$ cat src/rtl/core_ctrl_if.sv
// Handshake, decode and status bundle between core_ctrl and the memory ports and IDU/EXU.
// master is the sequencer side; slave is the memories/datapath side.
interface core_ctrl_if #(
   parameter int unsigned XLEN = 32
);
   logic            imem_req;
   logic            imem_gnt;
   logic            imem_rvalid;
   logic            ir_load;
   logic            dec_rd_we;
   logic            dec_load;
   logic            dec_store;
   logic            dec_ebreak;
   logic            dec_illegal;
   logic            exu_pc_branch;
   logic [XLEN-1:0] exu_target_pc;
   logic            dmem_req;
   logic            dmem_we;
   logic            dmem_gnt;
   logic            dmem_rvalid;
   logic            rf_we;
   logic            rd_sel_mem;
   logic [XLEN-1:0] pc;
   logic            instret;
   logic            halted;
   logic [1:0]      trap_cause;

   modport master (
      output imem_req, ir_load, dmem_req, dmem_we, rf_we, rd_sel_mem,
             pc, instret, halted, trap_cause,
      input  imem_gnt, imem_rvalid, dec_rd_we, dec_load, dec_store,
             dec_ebreak, dec_illegal, exu_pc_branch, exu_target_pc,
             dmem_gnt, dmem_rvalid
   );

   modport slave (
      input  imem_req, ir_load, dmem_req, dmem_we, rf_we, rd_sel_mem,
             pc, instret, halted, trap_cause,
      output imem_gnt, imem_rvalid, dec_rd_we, dec_load, dec_store,
             dec_ebreak, dec_illegal, exu_pc_branch, exu_target_pc,
             dmem_gnt, dmem_rvalid
   );
endinterface

$ cat src/rtl/core_ctrl.sv
// Multi-cycle sequencer for the single-issue core: owns the PC and orders
// instruction fetch, execute, data-memory access and retirement.
module core_ctrl #(
   parameter int unsigned     XLEN     = 32,
   parameter logic [XLEN-1:0] RESET_PC = XLEN'(32'h8000_0000)
) (
   input logic         clk,
   input logic         rst,
   core_ctrl_if.master bus
);
   typedef enum logic [2:0] {
      S_FETCH    = 3'd0,
      S_WAIT_IR  = 3'd1,
      S_EXEC     = 3'd2,
      S_MEM      = 3'd3,
      S_WAIT_MEM = 3'd4,
      S_HALT     = 3'd5
   } state_e;

   state_e          state_q, state_d;
   logic [XLEN-1:0] pc_q, pc_d;
   logic [1:0]      trap_cause_q, trap_cause_d;
   logic [XLEN-1:0] pc_inc;
   logic [XLEN-1:0] jmp_pc;
   logic            ir_load_c;
   logic            rf_we_c;
   logic            rd_sel_mem_c;
   logic            instret_c;

   assign pc_inc = pc_q + XLEN'(4);
   assign jmp_pc = {bus.exu_target_pc[XLEN-1:1], 1'b0};

   always_ff @(posedge clk or posedge rst) begin
      if (rst) begin
         state_q      <= S_FETCH;
         pc_q         <= RESET_PC;
         trap_cause_q <= 2'd0;
      end else begin
         state_q      <= state_d;
         pc_q         <= pc_d;
         trap_cause_q <= trap_cause_d;
      end
   end

   // Next state, PC update and the handshake-qualified strobes.
   always_comb begin
      state_d      = state_q;
      pc_d         = pc_q;
      trap_cause_d = trap_cause_q;
      ir_load_c    = 1'b0;
      rf_we_c      = 1'b0;
      rd_sel_mem_c = 1'b0;
      instret_c    = 1'b0;
      case (state_q)
         S_FETCH: begin
            if (bus.imem_gnt) state_d = S_WAIT_IR;
         end
         S_WAIT_IR: begin
            if (bus.imem_rvalid) begin
               ir_load_c = 1'b1;
               state_d   = S_EXEC;
            end
         end
         S_EXEC: begin
            if (bus.dec_illegal) begin
               trap_cause_d = 2'd2;
               state_d      = S_HALT;
            end else if (bus.dec_ebreak) begin
               trap_cause_d = 2'd1;
               state_d      = S_HALT;
            end else if (bus.dec_load || bus.dec_store) begin
               state_d = S_MEM;
            end else if (bus.exu_pc_branch && bus.exu_target_pc[1]) begin
               trap_cause_d = 2'd3;
               state_d      = S_HALT;
            end else begin
               rf_we_c   = bus.dec_rd_we;
               instret_c = 1'b1;
               pc_d      = bus.exu_pc_branch ? jmp_pc : pc_inc;
               state_d   = S_FETCH;
            end
         end
         S_MEM: begin
            if (bus.dmem_gnt) begin
               if (bus.dec_store) begin
                  instret_c = 1'b1;
                  pc_d      = pc_inc;
                  state_d   = S_FETCH;
               end else begin
                  state_d = S_WAIT_MEM;
               end
            end
         end
         S_WAIT_MEM: begin
            if (bus.dmem_rvalid) begin
               rf_we_c      = bus.dec_rd_we;
               rd_sel_mem_c = 1'b1;
               instret_c    = 1'b1;
               pc_d         = pc_inc;
               state_d      = S_FETCH;
            end
         end
         S_HALT: begin
            state_d = S_HALT;
         end
         default: begin
            state_d = S_FETCH;
         end
      endcase
   end

   // Requests decode from state; masked during reset since the reset state is FETCH.
   assign bus.imem_req   = !rst && (state_q == S_FETCH);
   assign bus.dmem_req   = !rst && (state_q == S_MEM);
   assign bus.dmem_we    = !rst && (state_q == S_MEM) && bus.dec_store;
   assign bus.ir_load    = ir_load_c;
   assign bus.rf_we      = rf_we_c;
   assign bus.rd_sel_mem = rd_sel_mem_c;
   assign bus.instret    = instret_c;
   assign bus.pc         = pc_q;
   assign bus.halted     = (state_q == S_HALT);
   assign bus.trap_cause = trap_cause_q;
endmodule

$ cat src/flat_wrapper.sv
// flat-port wrapper written by rule: the top's interface ports become plain ports
module core_ctrl_flat 
#(
   parameter int unsigned     XLEN     = 32,
   parameter logic [XLEN-1:0] RESET_PC = XLEN'(32'h8000_0000)
)
  (clk, rst, bus_imem_req, bus_ir_load, bus_dmem_req, bus_dmem_we, bus_rf_we, bus_rd_sel_mem, bus_pc, bus_instret, bus_halted, bus_trap_cause, bus_imem_gnt, bus_imem_rvalid, bus_dec_rd_we, bus_dec_load, bus_dec_store, bus_dec_ebreak, bus_dec_illegal, bus_exu_pc_branch, bus_exu_target_pc, bus_dmem_gnt, bus_dmem_rvalid);
  core_ctrl_if #(.XLEN(XLEN)) bus_i ();
  input logic clk;
  input logic rst;
  output wire logic [$bits(bus_i.imem_req)-1:0] bus_imem_req;
  output wire logic [$bits(bus_i.ir_load)-1:0] bus_ir_load;
  output wire logic [$bits(bus_i.dmem_req)-1:0] bus_dmem_req;
  output wire logic [$bits(bus_i.dmem_we)-1:0] bus_dmem_we;
  output wire logic [$bits(bus_i.rf_we)-1:0] bus_rf_we;
  output wire logic [$bits(bus_i.rd_sel_mem)-1:0] bus_rd_sel_mem;
  output wire logic [$bits(bus_i.pc)-1:0] bus_pc;
  output wire logic [$bits(bus_i.instret)-1:0] bus_instret;
  output wire logic [$bits(bus_i.halted)-1:0] bus_halted;
  output wire logic [$bits(bus_i.trap_cause)-1:0] bus_trap_cause;
  input wire logic [$bits(bus_i.imem_gnt)-1:0] bus_imem_gnt;
  input wire logic [$bits(bus_i.imem_rvalid)-1:0] bus_imem_rvalid;
  input wire logic [$bits(bus_i.dec_rd_we)-1:0] bus_dec_rd_we;
  input wire logic [$bits(bus_i.dec_load)-1:0] bus_dec_load;
  input wire logic [$bits(bus_i.dec_store)-1:0] bus_dec_store;
  input wire logic [$bits(bus_i.dec_ebreak)-1:0] bus_dec_ebreak;
  input wire logic [$bits(bus_i.dec_illegal)-1:0] bus_dec_illegal;
  input wire logic [$bits(bus_i.exu_pc_branch)-1:0] bus_exu_pc_branch;
  input wire logic [$bits(bus_i.exu_target_pc)-1:0] bus_exu_target_pc;
  input wire logic [$bits(bus_i.dmem_gnt)-1:0] bus_dmem_gnt;
  input wire logic [$bits(bus_i.dmem_rvalid)-1:0] bus_dmem_rvalid;
  assign bus_imem_req = bus_i.imem_req;
  assign bus_ir_load = bus_i.ir_load;
  assign bus_dmem_req = bus_i.dmem_req;
  assign bus_dmem_we = bus_i.dmem_we;
  assign bus_rf_we = bus_i.rf_we;
  assign bus_rd_sel_mem = bus_i.rd_sel_mem;
  assign bus_pc = bus_i.pc;
  assign bus_instret = bus_i.instret;
  assign bus_halted = bus_i.halted;
  assign bus_trap_cause = bus_i.trap_cause;
  assign bus_i.imem_gnt = bus_imem_gnt;
  assign bus_i.imem_rvalid = bus_imem_rvalid;
  assign bus_i.dec_rd_we = bus_dec_rd_we;
  assign bus_i.dec_load = bus_dec_load;
  assign bus_i.dec_store = bus_dec_store;
  assign bus_i.dec_ebreak = bus_dec_ebreak;
  assign bus_i.dec_illegal = bus_dec_illegal;
  assign bus_i.exu_pc_branch = bus_exu_pc_branch;
  assign bus_i.exu_target_pc = bus_exu_target_pc;
  assign bus_i.dmem_gnt = bus_dmem_gnt;
  assign bus_i.dmem_rvalid = bus_dmem_rvalid;
  core_ctrl #(.XLEN(XLEN), .RESET_PC(RESET_PC)) u_core (.clk(clk), .rst(rst), .bus(bus_i));
endmodule
$ cat config.mk
export PLATFORM = sky130hd
export DESIGN_NAME = core_ctrl_flat
export DESIGN_NICKNAME = d
export VERILOG_FILES = /design/src/rtl/core_ctrl_if.sv /design/src/rtl/core_ctrl.sv /design/src/flat_wrapper.sv
export SDC_FILE = /design/constraint.sdc
export NUM_CORES = 1
export LEC_CHECK = 0
export BUFFER_PORTS_ARGS = -buffer_cell sky130_fd_sc_hd__buf_4
export CAP_MARGIN = 20
export CELL_PAD_IN_SITES_DETAIL_PLACEMENT = 0
export CELL_PAD_IN_SITES_GLOBAL_PLACEMENT = 2
export CORE_MARGIN = 3
export CORE_UTILIZATION = 25
export DETAILED_ROUTE_END_ITERATION = 10
export GPL_ROUTABILITY_DRIVEN = 0
export PLACE_DENSITY_LB_ADDON = 0.08
export SYNTH_ARGS = -nofsm -noshare
export SYNTH_HDL_FRONTEND = slang
export SYNTH_SLANG_ARGS = --single-unit
$ cat constraint.sdc
create_clock -name clk -period 2.09 [get_ports clk]
set_input_delay 0 -clock clk [delete_from_list [all_inputs] [get_ports clk]]
set_output_delay 0 -clock clk [all_outputs]
set_load 0.05 [all_outputs]
# Word level (Yosys, flattened, before mapping)

Index checks and enable logic that the tools add are counted.
Widths: inputs -> output; s select.

Word-level logic and storage cells: 71
Flip-flop bits (word level): 37
Input port bits: 44

Muxes and demuxes: 40
Reductions and logical operators: 12
Equality and inequality tests: 15
Add/sub/neg operators: 1

Operators by type and width:

| operator              | number |
|---|---|
| $mux 32               | 8 |
| $pmux 32 s3           | 1 |
| $add 32x3->32 const B | 1 |
| $mux 3                | 9 |
| $ne 2x2->1 const B    | 9 |
| $pmux 3 s6            | 1 |
| $mux 1                | 15 |
| $mux 2                | 4 |
| $reduce_and 8->1      | 1 |
| $eq 3x2->1 const B    | 2 |
| $eq 3x3->1 const B    | 2 |
| $reduce_bool 3->1     | 2 |
| $logic_and 1x1->1     | 4 |
| $reduce_and 4->1      | 1 |
| $eq 3x1->1 const B    | 1 |
| $logic_not 3->1       | 1 |
| $ne 3x3->1 const B    | 1 |
| $pmux 1 s3            | 1 |
| $reduce_and 3->1      | 1 |
| $pmux 1 s2            | 1 |
| $logic_not 1->1       | 1 |
| $logic_or 1x1->1      | 1 |

# Longest topological paths before layout

Depth after elaboration: 7
Mapped depth: 8

# Worst setup path before layout

Ideal clock, no wire load.

Path type: reg-to-output
Start: register u_core.state_q[2]
End: output bus_rf_we
Setup slack: -421 ps
Data required time: 2090 ps
Path buffers: 1
Stages on the path, launching flop included: 6
Data arrival time: 2511 ps
Path through: dfrtp_1 clkbuf_1 nor3b_1 and2_1 nor2_1 nor3b_1

Word-level cells in the longest chain between the ends: 2

Ends and longest elaborated chain:

| element                                         | line               | RTL |
|---|---|---|
| start, declared                                 | core_ctrl.sv:20    | `state_e state_q, state_d;` |
| start signal, assigned                          | core_ctrl.sv:39    | `state_q <= state_d;` |
| $eq 3x3->1 / $eq 3x2->1 (equally long branches) | core_ctrl.sv:54    | `case (state_q)` |
| $pmux 1 s2 *                                    | core_ctrl.sv:54    |  |
| end, declared                                   | flat_wrapper.sv:15 | `output wire logic [$bits(bus_i.rf_we)-1:0] bus_rf_we;` |

Mark *: on every way between the ends. The rest lies on a longest branch, timed or not.

# Final worst setup path

Start: register u_core.state_q[1]
End: output bus_instret

Word-level cells in the longest chain between the ends: 2

Ends and longest elaborated chain:

| element                                         | line               | RTL |
|---|---|---|
| $eq 3x3->1 / $eq 3x2->1 (equally long branches) | core_ctrl.sv:54    |  |
| $pmux 1 s3 *                                    | core_ctrl.sv:54    |  |
| end, declared                                   | flat_wrapper.sv:18 | `output wire logic [$bits(bus_i.instret)-1:0] bus_instret;` |

Marks and branches as above.

==> impl_metrics.yaml <==
clock_network:
  clkLatencyLatePin_ns: 0.30
  cts_inserted_buffers: 5
  cts-root-buf: "clkbuf_8"
  clock-sinks: 36
  ctsHtreeMaxLevel: 2
  clk_pin_slew_ns: 0.09
  cts_tree: "built"
  cts_max_path_buffers: 2
global_routing:
  grt_max_degree: 37
  grt_pass1_wl_mm: 13.1
  grt_usage_pct: 15.5
  grt-ovfl-total: 0
  grt_antenna_before_repair: 0
  grt_pass1_vias: 2552
route:
  drt_iter0_drc: 81
  finalWirelength_mm: 7.98
  met2_length_mm: 3.76
  dr_wl_met3_um: 355
  routedWlPerCell_um: 16.2
  first_pass_iters: 4
  vias: 2563
  drcViolationCount: 0
  highest_layer: "met4"
  wl_met1_mm: 3.80
  ant_nets: 0
  vias_per_cell: 5.21
die:
  core-area_sq_um: 8930
  ios: 86
  die_h_um: 103
  die-area_sq_um: 10600
  initial_core_util_pct: 26.4
  rows: 34
  dieWidth_um: 103
critical_path:
  critPathRequiredTime_ns: 2.09
  cp_cell_sequence: "or3b_4 -> a221o_2 -> clkinv_4 -> buf_4 -> buf_6"
  slowest_stage: "a221o_2"
  worst_setup_path_end_kind: "output pin"
  crit_arrival_ns: 1.95
  critical_path.max_fanout: 10
  cp_top_family: "compound AO/OA/AOI/OAI gates"
  crit_type: "flop to output pin"
  worstSetupStartpointType: "flop"
  max_stage_delay_ns: 0.45
  path_buf_inv: 3
timing:
  setup_viol: 0
  drv_slew: 0
  fin_skew_ns: 0.0174
  holdWs_ns: 0.00210
  min_period_ns: 1.95
  finalCritPeriodShare_pct: 93.1
  slew_headroom_pct: 66.2
  worst_pin_slew_ns: 0.507
  hold_violations: 0
  postLayoutSetupSlackWorst_ns: 0.144
  rsz0062_at_grt: "no"
  fmax_mhz: 514
final_layout:
  drive_gt1_share_pct: 37.2
  multi_input_area_sq_um: 1360
  n_fill_cell: 946
  layout.nets: 428
  num_antenna_cells: 0
  syn_to_final_growth_pct: 46.1
  seq_area_sq_um: 912
synthesis:
  synth_edf_count: 0
  yosysTopAreaCell: "dfrtp_1"
  synth_top_flop_cell: "dfrtp_1"
  yosys_warnings: 0
  syn_area_sq_um: 2360
  async_flop_share_pct: 100
  synth_area_leaders: "dfrtp_1 (37%), a21oi_1 (6.4%), nand3_1 (4.2%), o21ai_0 (4.0%), nand2_1 (4.0%)"
  ys_seq_area_share_pct: 38.3
  ys_seq_elements: 36
  netlist_instances: 284
  syn_nets: 329
  synth_cell_types: 51
  yosysMostFrequentCell: "dfrtp_1"
  avgSynthCellArea_sq_um: 8.30
  synth_top_area_share_pct: 37.2
  netlist_top_cells_count: "dfrtp_1 (35), a21oi_1 (30), nand2_1 (25)"
pwr:
  p_leak_nw: 1.47
  power.density_nw_per_um2: 1570
  vdd_drop_max_mv: 0.730
  report.power.total_w: 0.00542
worst_hold_path:
  hp-class: "input pin to flop"
status:
  status: "complete, no violations"
placed_design:
  port_buffers: 83
  dp_worst_setup_slack_ns: 0.0735
  post-dp-hpwl_mm: 5.85
job:
  drv_cap: 0
## registers in the layout, summed over array words and instances (netlist names)
signal and cells:
u_core.bus.pc 31, u_core.bus.trap_cause 2, u_core.state_q 3
## area by class of cell
type,instances,share of cell area [%]
multi-input combinational,221,39.6
sequential,36,26.5
timing repair buffer,115,26.2
tap,108,3.92
clock buffer,5,2.00
clock inverter,3,1.24
inverter,4,0.581
## path summary, 6_finish.rpt
path / startpoint / cells after the start / to / slack, ns
max: u_core.state_q[1] / 5 / bus_instret / 0.14
min: bus_exu_target_pc[12] / 3 / u_core.bus.pc[12] / 0.002
max reg2reg: u_core.bus.pc[4] / 6 / u_core.bus.pc[31] / 0.16
min reg2reg: u_core.bus.trap_cause[1] / 2 / u_core.bus.trap_cause[1] / 0.50
max in group asynchronous: rst / 4 / u_core.bus.pc[4] / 1.29
min in group asynchronous: rst / 4 / u_core.bus.trap_cause[0] / 0.41
## timing repair
item,in CTS,in global routing
hold buffers,4,0
pin swaps,1,1
buffers inserted,0,5
hold endpoints to repair,38,0
setup endpoints to repair,1,2
gates resized for setup,2,5
## tightest hold or removal path: cells and delay by family
kind / cells / cell delay [ns]
AOI/OAI and AO/OA: 2 / 0.19
buffers and inverters: 1 / 0.08
## layer usage
layer / track usage [%] / vias up
met5: 0 / -
met4: 3.19 / 0
met3: 2.91 / 6
met2: 25.3 / 59
met1: 21.5 / 1222
li1: - / 1276
## stage by stage
step                TNS [ns]  instance area, sq um  std cells  util (%)
global placement           0                  3220        475      36.1
detailed placement         0                  3220        475      36.1
floorplan            -0.0263                  2380        284         -
finish                     0                  3440        492      38.5
global route               0                  3440        492      38.5
CTS                        0                  3380        487      37.8
## logic make-up (layout without fill, tap and decap cells)
family / after synthesis / in the layout / share of synthesized area, %
AO/OA/AOI/OAI: 104 / 104 / 28.9
adder cells (fa/ha/maj): 1 / 1 / 0.531
buffers and inverters: 27 / 127 / 5.89
flip-flops: 36 / 36 / 38.3
multiplexers: 2 / 2 / 0.903
other: 1 / 1 / 0.159
AND/OR/NAND/NOR: 113 / 113 / 25.3
## layout by cell type (no fill, tap or decap), types with 6 or more instances in the layout
master and n:
and2_1 6, o21ai_0 19, dfrtp_1 27, buf_4 108, a31oi_1 6, nor2_1 22
o22a_1 10, a21oi_1 30, and3_1 7, dfrtp_2 8, nand2_1 25, nand4_1 8
o22ai_1 9, nand3_1 18, a2bb2oi_1 7
## power breakdown
part | total, W | switching [W] | leakage [nW] | internal, W
logic | 0.00330 | 0.00213 | 1.00 | 0.00117
registers | 0.00148 | 0.000437 | 0.418 | 0.00105
clock network | 0.000639 | 0.000285 | 0.0541 | 0.000354
Note: power is estimated with default switching activity, not from simulation.
